--- src/rtl/wide_adder_sequencer.sv ---
// ---------------------------------------------------------------------------
// wide_adder_sequencer
//
// Purpose:
//   Computes a (16*WORDS)-bit sum by running one 16-bit adder over WORDS
//   cycles, limb 0 first. The carry between limbs is held in a register.
//   Operands are accepted and results delivered through valid/ready
//   handshakes.
//
// Optional feature:
//   `define ADDSEQ_SUB_EN adds port in_sub. When in_sub is high at acceptance,
//   the result is A - B. In that case out_cout = 1 means no borrow.
//
// Parameters:
//   WORDS        number of 16-bit limbs (2..16)
//
// Ports:
//   clk          clock, rising edge
//   rst          asynchronous active-high reset
//   in_valid     operand request
//   in_ready     high in IDLE (operands accepted)
//   in_a, in_b   operands, limb 0 = bits [15:0]
//   in_cin       carry into limb 0 (ignored for subtraction)
//   in_sub       subtract request (ADDSEQ_SUB_EN only)
//   out_valid    result available (DONE)
//   out_ready    consumer takes the result
//   out_sum      registered full-width sum
//   out_cout     unsigned carry out of the top limb
//   out_overflow two's-complement overflow of the full-width operation
//   busy         high in RUN or DONE
// ---------------------------------------------------------------------------

module adder_16bit (
   input  logic [15:0] a,
   input  logic [15:0] b,
   input  logic        cin,
   output logic [15:0] sum,
   output logic        cout,
   output logic        overflow
);

   // 16-bit add with carry, plus a signed-overflow test on the sign bits
   always_comb begin
      {cout, sum} = {1'b0, a} + {1'b0, b} + {16'd0, cin};
      overflow    = (a[15] == b[15]) && (sum[15] != a[15]);
   end

endmodule

module wide_adder_sequencer #(
   parameter int WORDS = 4
) (
   input  logic                  clk,
   input  logic                  rst,
   input  logic                  in_valid,
   output logic                  in_ready,
   input  logic [16*WORDS-1:0]   in_a,
   input  logic [16*WORDS-1:0]   in_b,
   input  logic                  in_cin,
`ifdef ADDSEQ_SUB_EN
   input  logic                  in_sub,
`endif
   output logic                  out_valid,
   input  logic                  out_ready,
   output logic [16*WORDS-1:0]   out_sum,
   output logic                  out_cout,
   output logic                  out_overflow,
   output logic                  busy
);

   localparam int W  = 16 * WORDS;
   localparam int IW = (WORDS > 1) ? $clog2(WORDS) : 1;

   typedef enum logic [1:0] {
      IDLE = 2'd0,
      RUN  = 2'd1,
      DONE = 2'd2
   } state_t;

   state_t          state_r;
   state_t          next_state_s;
   logic [W-1:0]    a_r;
   logic [W-1:0]    b_r;
   logic            carry_r;
   logic [IW-1:0]   idx_r;
   logic            last_s;
   logic [15:0]     limb_a_s;
   logic [15:0]     limb_b_s;
   logic            carry_init_s;
   logic            sub_s;
   logic [15:0]     add_sum_s;
   logic            add_cout_s;
   logic            add_ovf_s;

`ifdef ADDSEQ_SUB_EN
   logic            sub_r;
   assign sub_s        = sub_r;
   // Subtraction is A + ~B + 1, so the incoming carry is forced to one.
   assign carry_init_s = in_sub ? 1'b1 : in_cin;
`else
   assign sub_s        = 1'b0;
   assign carry_init_s = in_cin;
`endif

   assign last_s   = (idx_r == IW'(WORDS - 1));
   // {idx, 4'b0} is 16*idx without a multiplier.
   assign limb_a_s = a_r[{idx_r, 4'b0000} +: 16];
   assign limb_b_s = b_r[{idx_r, 4'b0000} +: 16] ^ {16{sub_s}};

   assign in_ready  = (state_r == IDLE);
   assign out_valid = (state_r == DONE);
   assign busy      = (state_r == RUN) || (state_r == DONE);

   adder_16bit u_adder (
      .a        (limb_a_s),
      .b        (limb_b_s),
      .cin      (carry_r),
      .sum      (add_sum_s),
      .cout     (add_cout_s),
      .overflow (add_ovf_s)
   );

   // State register
   always_ff @(posedge clk or posedge rst) begin
      if (rst) begin
         state_r <= IDLE;
      end else begin
         state_r <= next_state_s;
      end
   end

   // Next-state logic
   always_comb begin
      next_state_s = state_r;
      case (state_r)
         IDLE: begin
            if (in_valid) next_state_s = RUN;
            else          next_state_s = IDLE;
         end
         RUN: begin
            if (last_s) next_state_s = DONE;
            else        next_state_s = RUN;
         end
         DONE: begin
            if (out_ready) next_state_s = IDLE;
            else           next_state_s = DONE;
         end
         default: next_state_s = IDLE;
      endcase
   end

   // Operand capture, limb sequencing and result registers
   always_ff @(posedge clk or posedge rst) begin
      if (rst) begin
         a_r          <= '0;
         b_r          <= '0;
         carry_r      <= 1'b0;
         idx_r        <= '0;
         out_sum      <= '0;
         out_cout     <= 1'b0;
         out_overflow <= 1'b0;
`ifdef ADDSEQ_SUB_EN
         sub_r        <= 1'b0;
`endif
      end else begin
         case (state_r)
            IDLE: begin
               if (in_valid) begin
                  a_r     <= in_a;
                  b_r     <= in_b;
                  carry_r <= carry_init_s;
                  idx_r   <= '0;
`ifdef ADDSEQ_SUB_EN
                  sub_r   <= in_sub;
`endif
               end
            end
            RUN: begin
               out_sum[{idx_r, 4'b0000} +: 16] <= add_sum_s;
               carry_r <= add_cout_s;
               if (last_s) begin
                  // Top limb: its sign test is the full-width overflow.
                  out_cout     <= add_cout_s;
                  out_overflow <= add_ovf_s;
               end else begin
                  idx_r <= idx_r + IW'(1);
               end
            end
            DONE: begin
               // Results held until the consumer takes them.
            end
            default: begin
            end
         endcase
      end
   end

endmodule

--- config.mk ---
export PLATFORM = sky130hd
export DESIGN_NAME = wide_adder_sequencer
export DESIGN_NICKNAME = d
export VERILOG_FILES = /design/src/rtl/wide_adder_sequencer.sv
export SDC_FILE = /design/constraint.sdc
export NUM_CORES = 1
export LEC_CHECK = 0
export CORE_MARGIN = 5
export CORE_UTILIZATION = 45
export CTS_CLUSTER_DIAMETER = 100
export DETAILED_ROUTE_END_ITERATION = 6
export MAX_ROUTING_LAYER = met4
export PLACE_DENSITY = 0.73
export SLEW_MARGIN = 20
export SYNTH_ARGS = -nofsm -noshare
export SYNTH_HDL_FRONTEND = slang
export SYNTH_SLANG_ARGS = --single-unit
--- constraint.sdc ---
create_clock -name clk -period 20.3 [get_ports clk]
set_input_delay 6.09 -clock clk [delete_from_list [all_inputs] [get_ports clk]]
set_output_delay 6.09 -clock clk [all_outputs]
set_load 0.02 [all_outputs]
==> metrics.txt, run 1 <==
Worst path max stage delay roughly 0.62 ns; largest net degree at the start of global routing between 100 and 150; headroom to the max-slew limit 0.4724; initial antenna violation count 0; most frequent cells in the layout clkdlybuf4s50_1, dfrtp_1, mux2_2; Die ar. ~23,000 um^2; Worst path slowest cell buf_4; total congestion overflow 0; Final TNS setup 0 ns; Internal between 1 and 1.5 mW; cell chain of the critical path clkdlybuf4s50_1 -> nand2_4 -> buf_4 -> buf_12 -> mux2_2; dominant synthesized flop cell dfrtp_1; first-pass GRT wire length roughly 35,000 um; num ports 202; sequential share of the synthesized area 0.5519; PD cells between 150 and 200 nW/um^2; vias in the first global route roughly 6,500; DR pass1 iterations 4; clk_skew 0.01135 ns; worst path bufs/invs 3; total setup buffers inserted after CTS 0; Async SR Flop Fraction 1.000; Mapped Nets approximately 780; clock share of power 0.143; RSZ-0062 raised after global routing no; LEAKAGE ~5 nW; Mapped Cells 616; vias per cell ~5.5; net switching power roughly 0.94 mW; H-tree depth 4; sw frac 0.4192; clock buffer depth 2; CTS root buf clkbuf_16; standard-cell row count slightly above 50; gr usage total 0.2041; Period minus WS final ~8 ns; WL final roughly 22,000 um; Tcrit/Tclk final 0.3990; EDFF count, synth 0; Worst EP arrival roughly 8.4 ns; Syn. warnings 0; Comb pwr share 0.566; pre-CTS setup slack roughly 12 ns; synthesized cell area ~9000 um^2; post_cts resized 0; max-cap violation count 0; crit path kind input pin to flop; sequential share of power 0.291; Skew-Pair Late Insertion Delay ~0.43 ns; worst slew pin tran slightly below 0.8 ns; via count approximately 6,000; layout cell share with drive strength beyond 1 0.2567; Post-layout nets ~970; status finished clean; routed len/inst between 20 and 25 um; RePlAce Congestion slightly above 0.9; dpl cells around 1,100; worst vdd ir about 0.1 mV; # clock sinks 199; reg2reg setup slack ~16 ns; critical path endpoint category flop; diodes inserted 0; hold_buf cts 0; final hold violation count 0; crit-path leading delay family buffers and inverters; core area approximately 20,000 um^2; # DRC 0; WP data required 20.61 ns; Layout Cells excl Fill around 1,100; I/O Buffers approximately 200; Iteration-0 DRC Markers ~310; startpoint types input pin; Hold Path Class flop to flop; Final Max Tran Viols 0; CTS tree built; CP max FO approximately 50; Setup violations, final 0; Reg clk slew, reported paths around 0.070 ns; Power Total 2.254 mW; ANT nets after route 0; layout overhead on the synthesized area 31.42%; most common cell after layout, fill and taps aside clkdlybuf4s50_1; Netlist cell types 47; worst setup margin between 10 and 15 ns; die width between 150 and 200 um; Initial Utilization 0.4606; Avg Cell Area, Syn around 15 um^2; Final HPWL DP between 15,000 and 20,000 um; die height about 150 um; fmax about 120 MHz; CTS Buf Count 17; number of register bits inferred by synthesis 199
[cells by family (layout without fill, tap and decap cells)]
family	Yosys count	after routing	synth area share
AND/OR/NAND/NOR	52	52	0.03009
adder cells (fa/ha/maj)	27	27	0.03910
flip-flops	199	199	0.5519
AO/OA/AOI/OAI	115	115	0.1021
buffers and inverters	47	249	0.02066
XOR/XNOR	15	15	0.01539
multiplexers	161	161	0.2408
[cell usage after synthesis, drive strengths merged (7+ instances only)]
library cell	instances	area [um^2]
dfrtp	199	4980
mux2	129	1453
a22o	59	516.8
mux4	32	720.7
clkbuf	27	101.4
ha	25	312.8
nand2	21	78.83
o21ai	16	80.08
a21oi	11	58.81
buf	10	47.55
inv	10	37.54
xnor2	9	78.83
a21o	7	52.55
[worst paths after layout]
check                          from           to  cells after the start
max in group asynchronous       rst     idx_r[0]                      3
min                         a_r[62]      a_r[62]                      1
max reg2reg                idx_r[0]  out_sum[63]                      9
min in group asynchronous       rst  out_sum[12]                      2
max                        in_valid      a_r[11]                      5
min reg2reg                 a_r[62]      a_r[62]                      1
[metal layers]
metal	GRT usage	wire (um)
met4	0.04807	248
met2	0.3110	10420
met1	0.2856	10130
met5	-	0
met3	0.04194	1429
[cell type report]
| class | instances | area (um^2) |
|---|---|---|
| fillers | 1511 | 7731 |
| flip-flops and latches | 199 | 4982 |
| multi-input cells | 370 | 3867 |
| repair buffers | 207 | 2073 |
| clock buffers | 21 | 460.4 |
| well taps | 265 | 331.6 |
| clock inverters | 11 | 98.84 |
| inverters | 10 | 45.04 |
[metrics by stage]
step                instance area [um^2]  hold WS, ns    util
CTS                                11830       0.5030  0.6040
global route                       11860       0.5173  0.6054
global placement                   11270       0.4825  0.5755
detailed placement                 11270       0.4882  0.5755
finish                             11860       0.5019  0.6054
floorplan                           9024       0.4739       -
[power groups by stage]
stage	combinational (mW)	sequential, mW	clock (mW)
final	1.27	0.657	0.322
after global routing	1.39	0.678	0.343
after CTS	1.27	0.658	0.327
after detailed placement	1.27	0.665	0
after global placement	1.23	0.650	0
after floorplan	0.900	0.656	0
[sequential cells by signal (all words and copies together) (netlist names)]
signal and cells:
idx_r 2, state_r 2, out_sum 64, out_cout 1, a_r 64, out_overflow 1
b_r 64, carry_r 1
No activity file was read; power rests on OpenSTA's default activity.
==> inputs of run 2 (changes only) <==
--- a/config.mk
+++ b/config.mk
@@ -10,7 +10,7 @@
 export CTS_CLUSTER_DIAMETER = 100
 export DETAILED_ROUTE_END_ITERATION = 6
 export MAX_ROUTING_LAYER = met4
-export PLACE_DENSITY = 0.73
+export PLACE_DENSITY = 0.75
 export SLEW_MARGIN = 20
 export SYNTH_ARGS = -nofsm -noshare
 export SYNTH_HDL_FRONTEND = slang
==> constraint.sdc (replaced) <==
create_clock -name clk -period 6.7 [get_ports clk]
set_input_delay 2.01 -clock clk [delete_from_list [all_inputs] [get_ports clk]]
set_output_delay 2.01 -clock clk [all_outputs]
set_load 0.02 [all_outputs]
==> run 2 against run 1 <==
  * Clock skew fell by 0.0011 ns
  * Die area unchanged
  * Setup slack worse by 9.6 ns
  * Via count is 0.35% higher
  * Non-clock buffer count grew 1
  * Hold slack got worse by 0.0055 ns
  * Critical path depth grew 6
  * Sequential share of layout area is 0.29 points lower
  * First-iteration DRC count is 0.32% higher
  * Combinational power increased to 3.0 times the previous value
  * Critical path type is now flop to flop
==> metrics.txt, run 2 (same netlist as run 1, synthesis figures left out) <==
WP depth 11; diodes inserted 0; Hold Path Class flop to flop; Comb pwr share 0.556; # clock sinks between 150 and 200; Die ar. 22,980 um^2; crit path kind flop to flop; Reg clk slew, reported paths about 0.070 ns; crit-path leading delay family compound AO/OA/AOI/OAI gates; CTS tree built; register area 4982 um^2; Post-layout nets slightly below 1,000; first-pass GRT wire length approximately 34,000 um; WP data required roughly 7.1 ns; Worst path max stage delay approximately 0.8 ns; worst path bufs/invs 2; worst vdd ir slightly below 0.3 mV; Setup violations, final 0; routed len/inst ~20 um; dpl cells around 1,100; headroom to the max-slew limit 0.5153; cells on worst reg2reg path 11; PD cells about 580 nW/um^2; startpoint types flop; vias in the first global route 6,371; ANT nets after route 0; capturing point of the worst reg2reg path out_sum[58]; Power Total around 7 mW; gr usage total 0.1995; CP most frequent cell fa_1; Iteration-0 DRC Markers a little over 300; WL final approximately 22,000 um; Final Max Tran Viols 0; Initial Utilization 0.4606; die height between 150 and 200 um; Hold WS 0.4965 ns; Worst EP arrival about 4.5 ns; CTS root buf clkbuf_16; LEAKAGE 5.054 nW; H-tree depth 4; vias per cell 5.507; post_cts resized 0; Skew-Pair Late Insertion Delay about 0.43 ns; RSZ-0062 raised after global routing no; core area between 15,000 and 20,000 um^2; Tcrit/Tclk final 0.6180; critical path endpoint category flop; Period minus WS final between 4 and 5 ns; standard-cell row count a little over 50; Final HPWL DP approximately 16,000 um; CP startpoint idx_r[0]; layout cell share with drive strength beyond 1 0.2601; final hold violation count 0; Layout Cells excl Fill between 1,000 and 1,500; DP Area ~11,000 um^2; die width about 150 um; net switching power between 2 and 3 mW; num ports between 200 and 250; most frequent cells in the layout clkdlybuf4s50_1, dfrtp_1, mux2_2; RePlAce Congestion between 0.8 and 0.9; pre-CTS setup slack approximately 2.5 ns; I/O Buffers about 200; fin area 11,940 um^2; largest net degree at the start of global routing 200; top flop regs a_r (64), b_r (64), out_sum (64); sequential share of power 0.289; clk_skew between 0.01 and 0.015 ns; status finished clean; cell chain of the critical path buf_4 -> mux4_2 -> fa_1 -> inv_1 -> fa_1 -> nand2b_1 -> a21oi_2 -> a211oi_4 -> o21bai_1 -> xor2_1 -> a22o_1; clock share of power 0.156; most common cell after layout, fill and taps aside clkdlybuf4s50_1; reg2reg setup slack between 2 and 3 ns; multi-input logic area 3867 um^2; max-cap violation count 0; DR pass1 iterations 4; clock buffer depth 2; fmax approximately 240 MHz; worst slew pin tran 0.7271 ns; CP max FO 24; Worst path slowest cell dfrtp_2; FF-to-FF Start idx_r[0]; CTS Buf Count 17; # DRC 0; via count ~6,000; filler cell count 1,467; total congestion overflow 0; layout overhead on the synthesized area 32.34%; total setup buffers inserted after CTS 0; worst setup margin approximately 2.6 ns; final core utilization 0.6096; CP Capture Point out_sum[58]; Final TNS setup 0 ns; hold_buf cts 0; Internal between 4 and 5 mW; sw frac 0.4139; initial antenna violation count 0
## run 2: cell type report
type / instances / area share
sequential: 199 / 0.4172
multi-input combinational: 370 / 0.3239
timing repair buffer: 208 / 0.1756
clock buffer: 18 / 0.03678
tap: 265 / 0.02777
clock inverter: 14 / 0.01530
inverter: 10 / 0.003458
## run 2: how the worst min path moves through the flow
stage | start | to | slack, ns | depth (start not counted)
4_1_cts | out_sum[33] | out_sum[33] | 0.50 | 2
3_3_place_gp | b_r[38] | b_r[38] | 0.48 | 1
5_1_grt | a_r[40] | a_r[40] | 0.52 | 1
3_5_place_dp | out_sum[33] | out_sum[33] | 0.49 | 2
6_report | out_overflow | out_overflow | 0.50 | 2
2_1_floorplan | b_r[32] | b_r[32] | 0.47 | 1
## run 2: power by group through the flow
stage | Clock [mW] | Sequential (mW) | Combinational, mW
CTS | 1.10 | 1.99 | 3.83
finish | 1.07 | 1.99 | 3.83
detailed placement | 0 | 2.01 | 3.83
floorplan | 0 | 1.99 | 2.73
global placement | 0 | 1.97 | 3.71
global route | 1.14 | 2.05 | 4.15
## run 2: per-layer routing
metal,GRT usage,routed length [um],vias to the layer above
li1,-,-,2703
met1,0.2666,9687,3026
met2,0.3110,10480,209
met3,0.03331,1142,32
met4,0.07278,439,0
met5,-,0,-
## run 2: tightest hold or removal path: stages (launching register included)
cell	delay, ns
dfrtp_1	0.36
nand2_1	0.05
o31ai_1	0.05
